===== config.mk =====
export PLATFORM = sky130hd
export DESIGN_NAME = lsu_ctrl
export DESIGN_NICKNAME = d
export VERILOG_FILES = /design/src/rtl/lsu_ctrl.sv
export SDC_FILE = /design/constraint.sdc
export NUM_CORES = 1
export LEC_CHECK = 0
export CORE_ASPECT_RATIO = 1.5
export CORE_MARGIN = 4
export CORE_UTILIZATION = 44
export CTS_BUF_LIST = sky130_fd_sc_hd__clkbuf_8
export DETAILED_ROUTE_END_ITERATION = 12
export GPL_ROUTABILITY_DRIVEN = 0
export GPL_TIMING_DRIVEN = 0
export PLACE_DENSITY = 0.8
export SLEW_MARGIN = 30
export SYNTH_ARGS = -nofsm -noshare
export SYNTH_HDL_FRONTEND = slang
export SYNTH_SLANG_ARGS = --single-unit

===== constraint.sdc =====
create_clock -name clk -period 2.2 [get_ports clk]
set_clock_uncertainty 0.1 [all_clocks]
set_input_delay 0.44 -clock clk [delete_from_list [all_inputs] [get_ports clk]]
set_output_delay 0.44 -clock clk [all_outputs]
set_load 0.02 [all_outputs]

===== src/rtl/lsu_ctrl.sv =====
// lsu_ctrl: load/store unit controller for a 32-bit data memory with a
// 1-cycle registered read. Loads and sub-word stores read the addressed word
// first; sub-word stores then write back the merged word (read-modify-write).
module lsu_ctrl (
  input  logic        clk,
  input  logic        rst_n,
  input  logic        req,
  input  logic        we,
  input  logic [1:0]  size,
  input  logic        uns,
  input  logic [31:0] addr,
  input  logic [31:0] wdata,
  output logic        busy,
  output logic        done,
  output logic        err,
  output logic [31:0] rdata,
  output logic [31:0] mem_addr,
  output logic [31:0] mem_wdata,
  output logic        MemRead,
  output logic        MemWrite,
  input  logic [31:0] mem_rdata
);

  localparam logic [2:0] IDLE    = 3'd0;
  localparam logic [2:0] RD_REQ  = 3'd1;
  localparam logic [2:0] RD_CAPT = 3'd2;
  localparam logic [2:0] WR      = 3'd3;
  localparam logic [2:0] DONE    = 3'd4;

  logic [2:0]  state;
  logic        we_q;
  logic        uns_q;
  logic        err_q;
  logic [1:0]  size_q;
  logic [31:0] addr_q;
  logic [31:0] wdata_q;

  // Halfword must be 2-byte aligned, word 4-byte aligned; size 11 is never legal.
  function automatic logic misaligned(input logic [1:0] sz, input logic [1:0] a);
    logic m;
    m = 1'b0;
    case (sz)
      2'b01:   m = a[0];
      2'b10:   m = (a != 2'b00);
      2'b11:   m = 1'b1;
      default: m = 1'b0;
    endcase
    return m;
  endfunction

  // Pick the addressed lane out of the memory word and extend it to 32 bits.
  function automatic logic [31:0] load_extend(input logic [31:0] word, input logic [1:0] sz,
                                              input logic [1:0] a, input logic u);
    logic [7:0]         b;
    logic [15:0]        h;
    logic signed [31:0] s;
    b = word[{a, 3'b000} +: 8];
    h = a[1] ? word[31:16] : word[15:0];
    case (sz)
      2'b00:   s = u ? {24'd0, b} : {{24{b[7]}}, b};
      2'b01:   s = u ? {16'd0, h} : {{16{h[15]}}, h};
      default: s = word;
    endcase
    return s;
  endfunction

  // Overlay the right-aligned store data onto its lane of the old memory word.
  function automatic logic [31:0] merge_store(input logic [31:0] word, input logic [31:0] wd,
                                              input logic [1:0] sz, input logic [1:0] a);
    logic [31:0] m;
    m = word;
    if (sz == 2'b00) m[{a, 3'b000} +: 8] = wd[7:0];
    else             m[{a[1], 4'b0000} +: 16] = wd[15:0];
    return m;
  endfunction

  // Access sequencer: latches the request, walks read/capture/write, holds results.
  always_ff @(posedge clk or negedge rst_n) begin
    if (!rst_n) begin
      state     <= IDLE;
      we_q      <= 1'b0;
      uns_q     <= 1'b0;
      err_q     <= 1'b0;
      size_q    <= 2'b00;
      addr_q    <= 32'd0;
      wdata_q   <= 32'd0;
      rdata     <= 32'd0;
      mem_wdata <= 32'd0;
    end else begin
      case (state)
        IDLE: begin
          if (req) begin
            we_q      <= we;
            uns_q     <= uns;
            size_q    <= size;
            addr_q    <= addr;
            wdata_q   <= wdata;
            mem_wdata <= wdata;
            err_q     <= misaligned(size, addr[1:0]);
            if (misaligned(size, addr[1:0])) state <= DONE;
            else if (!we || size != 2'b10)   state <= RD_REQ;
            else                             state <= WR;
          end
        end
        RD_REQ:  state <= RD_CAPT;
        RD_CAPT: begin
          if (!we_q) begin
            rdata <= load_extend(mem_rdata, size_q, addr_q[1:0], uns_q);
            state <= DONE;
          end else begin
            mem_wdata <= merge_store(mem_rdata, wdata_q, size_q, addr_q[1:0]);
            state     <= WR;
          end
        end
        WR:      state <= DONE;
        DONE:    state <= IDLE;
        default: state <= IDLE;
      endcase
    end
  end

  // Strobes and status decode straight from state so reset clears them at once.
  always_comb begin
    busy     = (state != IDLE);
    done     = (state == DONE);
    err      = (state == DONE) && err_q;
    MemRead  = (state == RD_REQ);
    MemWrite = (state == WR);
    mem_addr = {addr_q[31:2], 2'b00};
  end

endmodule


==> flow_summary.toml, run 1 <==
[synthesis]
synth_warnings = 0
syn_area_mm2 = 0.006366
ys_ff_latch = 120
synth_top_area_cell = "dfrtp_1"
ys_seq_area_share_pct = 47.17
synth_top_area_share_pct = 47.17
synthTopCellsByArea = "dfrtp_1, mux2_2, a221oi_1"
syn_inst = 606
syn_area_per_cell_um2 = 10.51
yosysUniqueCellTypes = 42

[min_path]
holdPathEnd = "rdata[5]"
worstHoldStart = "rdata[5]"
hold_depth = 2
min_path_type = "flop to flop"

[sta]
max_slew_margin_pct = 52.89
fmax_ghz = 0.4610
hold_viol_final = 0
period_needed_ns = 2.169
grt_setup_unrepaired = "true"
fin_crit_sh_pct = 98.60
setup_slack_ns = 0.03085
slew_viol_final = 0
setup_violations = 0
worst_pin_slew_ns = 0.7066

[worst_setup_path]
cp_top_family = "simple AND/OR/NAND/NOR gates"
r2r-end = "mem_wdata[16]"
critical_path.max_stage_delay_ns = 0.82
worstPathCellList = "buf_6 -> or4b_2 -> a221oi_1 -> a211oi_1"
rrSetupSlack_ns = 0.03
r2r_cells = 4
crit_path_end_kind = "flop"
start_kind = "flop"
rr_startpoint = "state[2]"
critPathKind = "flop to flop"
crit_path_top_delay_cell = "or4b_2"
critPathRequiredTime_ns = 2.40
path_max_fanout = 10
crit_arrival_ns = 2.36
cp.buffers_inverters = 1

[routing]
wl_met2_mm = 11.23
detail_route.iter0.violations = 351
top_layer = "met4"
met1Wirelength_mm = 7.421
wire_per_inst_um = 20.18
routed_via_density = 5.693
met3RoutedLength_mm = 1.187
drc = 0
wirelength_mm = 20.99
ant_nets = 0
first_pass_iters = 6
vias = 5921

[global_route]
grt_remaining_overflow = 0
grt_pass1_wl_mm = 32.49
grt_use_total_pct = 25.15
grt_start_max_net_pins = 62
grt_pass1_vias = 6151
antenna_found_initial = 0

[place]
numPortBuffers = 201
dpl_cell_area_mm2 = 0.008655
place_ws_ns = -0.5442
dp_hpwl_mm = 16.09

[clocking]
cts_max_level = 4
clock_sinks = 120
tritoncts = "built"
cts_root_buffer = "clkbuf_8"
clkLatencyLatePin_ns = 0.43
cts_buffers = 17
clk_pin_slew_worst_paths_ns = 0.07
clockBufferDepth = 2

[floorplanning]
ioPinCount = 204
dieArea_mm2 = 0.01650
die_h_um = 155.3
rows = 53
start_util_pct = 45.07
fp.dieW_um = 106.2
core-area_mm2 = 0.01412

[flow_run]
max_cap_viol_count = 0

[pwr]
power_leakage_uw = 0.003928
p_per_area_mw_per_mm2 = 1588
max-vdd-ir-drop_mv = 0.7756

[final_layout]
design_area_mm2 = 0.009310
final_cell_mix = "clkdlybuf4s50_1, dfrtp_1, nand2_1"
antenna_cells = 0
syn_to_final_growth_pct = 46.25
seq_area_mm2 = 0.003005
fill_cells = 1130
drive_above_1_share_pct = 22.64
nets = 944
final_common_cell = "clkdlybuf4s50_1"
multi_input_area_mm2 = 0.002980

[status]
status = "finished, final reports clean"
==> per-layer routing <==
| metal | up-vias | GRT usage [%] |
|---|---|---|
| met5 | - | 0 |
| met4 | 0 | 15.56 |
| met3 | 78 | 4.483 |
| met2 | 290 | 44.42 |
| met1 | 2892 | 27.76 |
| li1 | 2661 | - |
==> where the power goes <==
part | total (uW) | internal, uW | leakage (uW) | switching (uW)
sequential | 4180 | 3330 | 0.00140 | 848
clock | 2220 | 1340 | 0.000230 | 880
combinational | 8390 | 4090 | 0.00230 | 4300
==> flip-flops by register name, summed over array words and instances (netlist names) <==
| signal | flops |
|---|---|
| addr_q | 32 |
| err_q | 1 |
| size_q | 2 |
| we_q | 1 |
| mem_wdata | 32 |
| wdata_q | 16 |
| rdata | 32 |
| state | 3 |
| uns_q | 1 |
==> synth_stat cells <==
master      n
dfrtp_1   120
nand2_1    59
mux2_2     58
nor2_1     53
a221oi_1   32
buf_4      32
clkbuf_1   31
mux2i_1    27
a211o_1    24
a31oi_1    24
nand3_1    22
a211oi_1   17
o21ai_0    13
buf_2      12
nor3b_1    11
nand3_2    10
a222oi_1    7
inv_1       7
a21oi_1     5
ha_1        5
buf_1       4
nand2b_1    3
nor3_1      3
or3_1       3
a211oi_2    2
and2_1      2
buf_6       2
nor2b_1     2
nor4bb_1    2
or2_2       2
a31o_2      1
and4b_1     1
conb_1      1
mux4_2      1
nand2b_4    1
nand3b_1    1
nand4_1     1
nor4b_2     1
o21a_1      1
o21bai_1    1
or4_1       1
or4b_2      1
==> worst register-to-register path: stages (launching register included) <==
cell	delay (ns)
dfrtp_1	0.42
buf_6	0.17
or4b_2	0.82
a221oi_1	0.43
a211oi_1	0.10
==> kinds of logic after synthesis <==
family / count (synthesis) / share of synthesized area, %
fa+ha+maj: 5 / 0.9827
other cells: 1 / 0.05891
simple gates: 179 / 14.03
flops: 120 / 47.17
compound gates: 127 / 15.35
mux: 86 / 14.86
buf+inv: 88 / 7.547
==> metrics by stage <==
step                util [%]  TNS, ns  instances  hold WS [ns]  power (uW)
floorplan                  -        0        607       0.04441        8913
global placement       61.04  -486.76       1000        0.3791       11880
detailed placement     61.27   -29.19       1001        0.3023       12160
CTS                    65.26        0       1038        0.3962       14590
global route           65.91  -0.5799       1040        0.4185       15630
finish                 65.91        0       1040        0.3903       14790
==> worst max path at each step <==
stage / start / endpoint / slack [ns] / cells after the start
finish: state[2] / mem_wdata[16] / 0.03 / 4
global route: state[1] / mem_wdata[9] / -0.04 / 6
CTS: addr_q[1] / mem_wdata[0] / 0.002 / 8
detailed placement: req / mem_wdata[0] / -0.54 / 6
global placement: rst_n / addr_q[3] / -3.85 / 1
floorplan: addr_q[1] / mem_wdata[30] / 0.06 / 8
==> layout make-up <==
type | instances | area share, %
buffer | 78 | 5.335
clock buffer | 21 | 3.104
clock inverter | 10 | 1.613
inverter | 7 | 0.2822
multi-input combinational | 399 | 32.01
sequential | 120 | 32.28
tap | 192 | 2.580
timing repair buffer | 213 | 22.79
==> repair_timing <==
action | CTS | global route
hold buffers | 1 | 0
pin swaps | 2 | 4
hold endpoints to repair | 59 | 0
resized for setup | 37 | 28
setup endpoints to repair | 80 | 77
buffers inserted | 5 | 5
gates cloned | 0 | 0
No activity file was read; power rests on OpenSTA's default activity.
==> inputs of run 2 (changes only) <==
Settings changed: CORE_MARGIN 4 to 2, SLEW_MARGIN 30 to 20.
==> run 2 against run 1 <==
Against the previous run: flip-flop and latch count is the same; fmax shrank 0.75%; clock power shrank 4%; highest routed layer unchanged.
==> flow_summary.toml, run 2 (synthesis gave the netlist of run 1 again) <==
[worst_setup_path]
rr_startpoint = "state[2]"
start_kind = "flop"
rrSetupSlack_ns = 0.01
cp.buffers_inverters = 2
crit_path_top_delay_cell = "or4b_2"
crit_arrival_ns = 2.39
path_max_fanout = 10
critical_path.max_stage_delay_ns = 0.66
startpoint = "state[2]"
critPathKind = "flop to flop"
worstPathCellList = "buf_8 -> or4b_2 -> clkbuf_1 -> a221oi_1 -> a211oi_1"
cp_top_family = "simple AND/OR/NAND/NOR gates"
critPathRequiredTime_ns = 2.41
crit_path_end_kind = "flop"

[routing]
first_pass_iters = 7
detail_route.iter0.violations = 407
wirelength_mm = 20.52
vias = 5943
drc = 0
routed_via_density = 5.703
ant_nets = 0
wire_per_inst_um = 19.69

[global_route]
grt_remaining_overflow = 0
antenna_found_initial = 0
grt_pass1_wl_mm = 30.74
grt_use_total_pct = 26.21
grt_pass1_vias = 5878
grt_start_max_net_pins = 64

[status]
status = "finished, final reports clean"

[place]
dp_hpwl_mm = 15.37
place_ws_ns = -0.5087
numPortBuffers = 201
placedCellCount = 1001

[sta]
fin_crit_sh_pct = 99.35
slew_viol_final = 0
grt_setup_unrepaired = "true"
hold_viol_final = 0
setup_violations = 0
period_needed_ns = 2.186
worst_pin_slew_ns = 0.7796
fmax_ghz = 0.4575
max_slew_margin_pct = 48.03
setup_slack_ns = 0.01437

[final_layout]
fill_cells = 1096
drive_above_1_share_pct = 23.29
finalNonFillerCells = 1042
syn_to_final_growth_pct = 46.03
antenna_cells = 0
largestRegisters = "addr_q (32), mem_wdata (32), rdata (32)"
final_common_cell = "clkdlybuf4s50_1"
final_cell_mix = "clkdlybuf4s50_1, dfrtp_1, nand2_1"
nets = 945

[floorplanning]
core-area_mm2 = 0.01406
rows = 53
ioPinCount = 204
die_h_um = 151.3
start_util_pct = 45.28
dieArea_mm2 = 0.01547
fp.dieW_um = 102.2

[pwr]
power_frac_clock_pct = 14.6
switching_share_pct = 41.66
max-vdd-ir-drop_mv = 0.8482
power_leakage_uw = 0.003914
p_seq_share_pct = 28.5
p_per_area_mw_per_mm2 = 1578
p_comb_share_pct = 56.9
p_sw_uw = 6112
internal_power_uw = 8560

[clocking]
clock_sinks = 120
clk_pin_slew_worst_paths_ns = 0.08
cts_buffers = 17
cts_root_buffer = "clkbuf_8"
cts_max_level = 4
tritoncts = "built"
clockBufferDepth = 2
clkLatencyLatePin_ns = 0.45

[min_path]
worstHoldStart = "rdata[6]"
min_path_type = "flop to flop"

[flow_run]
max_cap_viol_count = 0
## run 2: cell count changes in the layout (fill, tap and decap cells not counted), moves of 3 or more
cell | previous run | this run
clkinv_4 | 0 | 5
a221oi_2 | 2 | 5
inv_1 | 8 | 5
clkbuf_8 | 22 | 18
a221oi_1 | 30 | 27
## run 2: timing repair
item | 4_1_cts | 5_1_grt
pin swaps | 0 | 4
setup endpoints to repair | 80 | 73
hold endpoints to repair | 57 | 0
hold buffers | 1 | 0
buffers inserted | 4 | 6
gates resized for setup | 41 | 31
## run 2: path summary, 6_finish.rpt
check                                end  cells past startpoint
max                        mem_wdata[19]                      5
min                             rdata[6]                      2
max reg2reg                mem_wdata[19]                      5
min reg2reg                     rdata[6]                      2
max in group asynchronous      addr_q[0]                      3
min in group asynchronous     addr_q[24]                      2
## run 2: worst reg2reg max path: stages, from the launching register on
cell	delay, ns
dfrtp_1	0.43
buf_8	0.17
or4b_2	0.66
clkbuf_1	0.25
a221oi_1	0.33
a211oi_1	0.10
## run 2: metrics by stage
stage	hold slack [ns]	TNS [ns]	instance area (um2)	total power [uW]	util, %
floorplan	0.04441	0	6370	8913	-
global placement	0.3711	-491.03	8622	11840	61.33
detailed placement	0.3538	-28.98	8651	12110	61.53
CTS	0.3940	-0.03574	9166	14410	65.20
global route	0.4166	-0.002648	9296	15480	66.13
finish	0.3972	0	9296	14670	66.13
## run 2: final cells by class
type                       instances  area [um2]  share of cell area (%)
sequential                       120        3005                   32.33
multi-input combinational        399        2972                   31.96
timing repair buffer             213        2126                   22.87
buffer                            79       505.5                   5.437
clock buffer                      18       247.7                   2.665
tap                              192       240.2                   2.584
clock inverter                    14       173.9                   1.871
inverter                           7       26.28                  0.2826
## run 2: metal layers
| layer | up-vias | GRT usage (%) | wire length, um |
|---|---|---|---|
| li1 | 2650 | - | - |
| met1 | 2896 | 30.15 | 7322 |
| met2 | 326 | 44.97 | 10720 |
| met3 | 71 | 4.522 | 1493 |
| met4 | 0 | 15.73 | 983 |
| met5 | - | 0 | 0 |
## run 2: power by group through the flow
stage               logic [uW]  clock network, uW  registers (uW)
floorplan                 4260                  0            4660
global placement          7700                  0            4130
detailed placement        7930                  0            4190
CTS                       8120               2160            4130
global route              8930               2260            4290
finish                    8340               2140            4180
==> inputs of run 3 (changes only) <==
Settings changed: CTS_BUF_LIST sky130_fd_sc_hd__clkbuf_8 to sky130_fd_sc_hd__clkbuf_4, HOLD_SLACK_MARGIN set to 0.03.
==> run 3 against run 2 <==
Against the previous run: the run now ends with negative setup slack left; sequential power is essentially flat; fmax shrank 2.0%; non-clock buffer count grew 1; setup slack lost 0.044 ns; flip-flop and latch count is the same; via count grew 0.67%; total power shrank 3.2%; clock power shrank 20%; cell count grew 0.19%; global-route usage grew 0.094 points.
==> flow_summary.toml, run 3 (synthesis gave the netlist of run 1 again) <==
[status]
status = "complete, but fails checks"
violations = "negative setup slack"

[sta]
setup_slack_ns = -0.02922
max_slew_margin_pct = 52.70
hold_viol_final = 0
period_needed_ns = 2.229
worst_pin_slew_ns = 0.7095
grt_setup_unrepaired = "true"
fmax_ghz = 0.4486
setup_violations = 1
fin_crit_sh_pct = 101.3
slew_viol_final = 0

[worst_setup_path]
crit_arrival_ns = 2.53
rr_startpoint = "state[2]"
cp.buffers_inverters = 2
r2r_cells = 5
path_max_fanout = 10
crit_path_end_kind = "flop"
critPathRequiredTime_ns = 2.51
r2r-end = "mem_wdata[16]"
start_kind = "flop"
critical_path.max_stage_delay_ns = 0.67
worstPathCellList = "clkbuf_8 -> or4b_2 -> clkbuf_1 -> a221oi_1 -> a211oi_1"
crit_path_top_delay_cell = "or4b_2"
rrSetupSlack_ns = -0.03
critPathKind = "flop to flop"
cp_top_family = "simple AND/OR/NAND/NOR gates"

[clocking]
clk_pin_slew_worst_paths_ns = 0.14
clkLatencyLatePin_ns = 0.54
cts_max_level = 4
clock_sinks = 120
cts_buffers = 17
tritoncts = "built"
cts_root_buffer = "clkbuf_4"
clockBufferDepth = 2

[min_path]
min_path_type = "input port to async pin"

[global_route]
grt_use_total_pct = 26.30
antenna_found_initial = 1
grt_pass1_wl_mm = 30.90
grt.met3_usage_pct = 4.892
met1_usage_pct = 30.47
grt_pass1_vias = 5902
grt_use_met2_pct = 45.63
grt_remaining_overflow = 0
grt_start_max_net_pins = 64
grt_busiest_layer = "met2"

[place]
dp_hpwl_mm = 15.37
numPortBuffers = 201

[floorplanning]
dieArea_mm2 = 0.01547
fp.dieW_um = 102.2
ioPinCount = 204
rows = 53
die_h_um = 151.3
core-area_mm2 = 0.01406
start_util_pct = 45.28

[routing]
wirelength_mm = 20.61
routed_via_density = 5.731
vias = 5983
wire_per_inst_um = 19.74
detail_route.iter0.violations = 455
first_pass_iters = 6
ant_nets = 0
drc = 0

[pwr]
p_sw_uw = 6057
p_per_area_mw_per_mm2 = 1538
power_uw = 14200
switching_share_pct = 42.65
p_comb_share_pct = 58.7
power_leakage_uw = 0.004058
internal_power_uw = 8143
power_frac_clock_pct = 12.1
max-vdd-ir-drop_mv = 0.8489
p_seq_share_pct = 29.3

[final_layout]
final_cell_mix = "clkdlybuf4s50_1, dfrtp_1, nand2_1"
final_common_cell = "clkdlybuf4s50_1"
final_util_pct = 65.66
largestRegisters = "addr_q (32), mem_wdata (32), rdata (32)"
drive_above_1_share_pct = 23.38
syn_to_final_growth_pct = 45.01
nets = 946

[flow_run]
max_cap_viol_count = 0
-- run 3: cell count changes in the layout (fill, tap and decap cells not counted), sizes merged --
cell,previous run,this run
clkinv,8,9
buf,66,65
clkbuf,46,49
clkdlybuf4s50,195,173
dlygate4sd2,0,3
diode,0,1
clkdlybuf4s15,2,0
dlymetal6s2s,0,19
-- run 3: worst max-delay path by stage --
| stage | to | cells after the start | slack (ns) | startpoint |
|---|---|---|---|---|
| 5_1_grt | mem_wdata[16] | 5 | -0.07 | state[2] |
| 4_1_cts | done | 3 | -0.007 | state[0] |
| 3_3_place_gp | addr_q[5] | 1 | -3.89 | rst_n |
| 3_5_place_dp | mem_wdata[28] | 6 | -0.51 | req |
| 2_1_floorplan | mem_wdata[30] | 8 | 0.06 | addr_q[1] |
| 6_report | mem_wdata[16] | 5 | -0.03 | state[2] |
-- run 3: area by class of cell --
class	instances	area, um2
sequential	120	3004
tap	192	240.2
clock inverter	15	177.7
timing repair buffer	215	2181
multi-input combinational	399	2973
clock buffer	17	127.6
buffer	78	499.2
antenna	1	2.502
inverter	7	26.28
fill	1097	4827
-- run 3: what timing repair did --
action | 4_1_cts | 5_1_grt
buffers inserted | 10 | 2
endpoints found under the hold margin | 57 | 0
hold buffers | 1 | 0
gates cloned | 0 | 0
endpoints found under the setup margin | 83 | 81
gates resized for setup | 46 | 51
pin swaps | 0 | 7
-- run 3: metrics by stage --
stage | instance area (um2) | hold slack [ns] | worst slack (ns) | TNS [ns] | instances
final | 9231 | 0.2994 | -0.02922 | -0.02922 | 1044
after CTS | 9094 | 0.2970 | -0.007322 | -0.007322 | 1042
after detailed placement | 8651 | 0.3538 | -0.5087 | -28.98 | 1001
after global placement | 8622 | 0.3711 | -3.889 | -491.03 | 1000
after global routing | 9231 | 0.3209 | -0.06999 | -0.4736 | 1044
after floorplan | 6370 | 0.04441 | 0.06184 | 0 | 607
-- run 3: power by group through the flow --
| stage | Combinational, uW | Sequential [uW] | Clock [uW] |
|---|---|---|---|
| final | 8330 | 4160 | 1720 |
| after global routing | 8910 | 4270 | 1840 |
| after CTS | 8160 | 4120 | 1740 |
| after detailed placement | 7930 | 4190 | 0 |
| after global placement | 7700 | 4130 | 0 |
| after floorplan | 4260 | 4660 | 0 |
-- run 3: routing by layer --
metal,up-vias,part of all wire (%),wire length (um)
met2,330,52,10720
met4,0,4.5,921
li1,2665,-,-
met5,-,0,0
met1,2918,36,7401
met3,70,7.6,1561
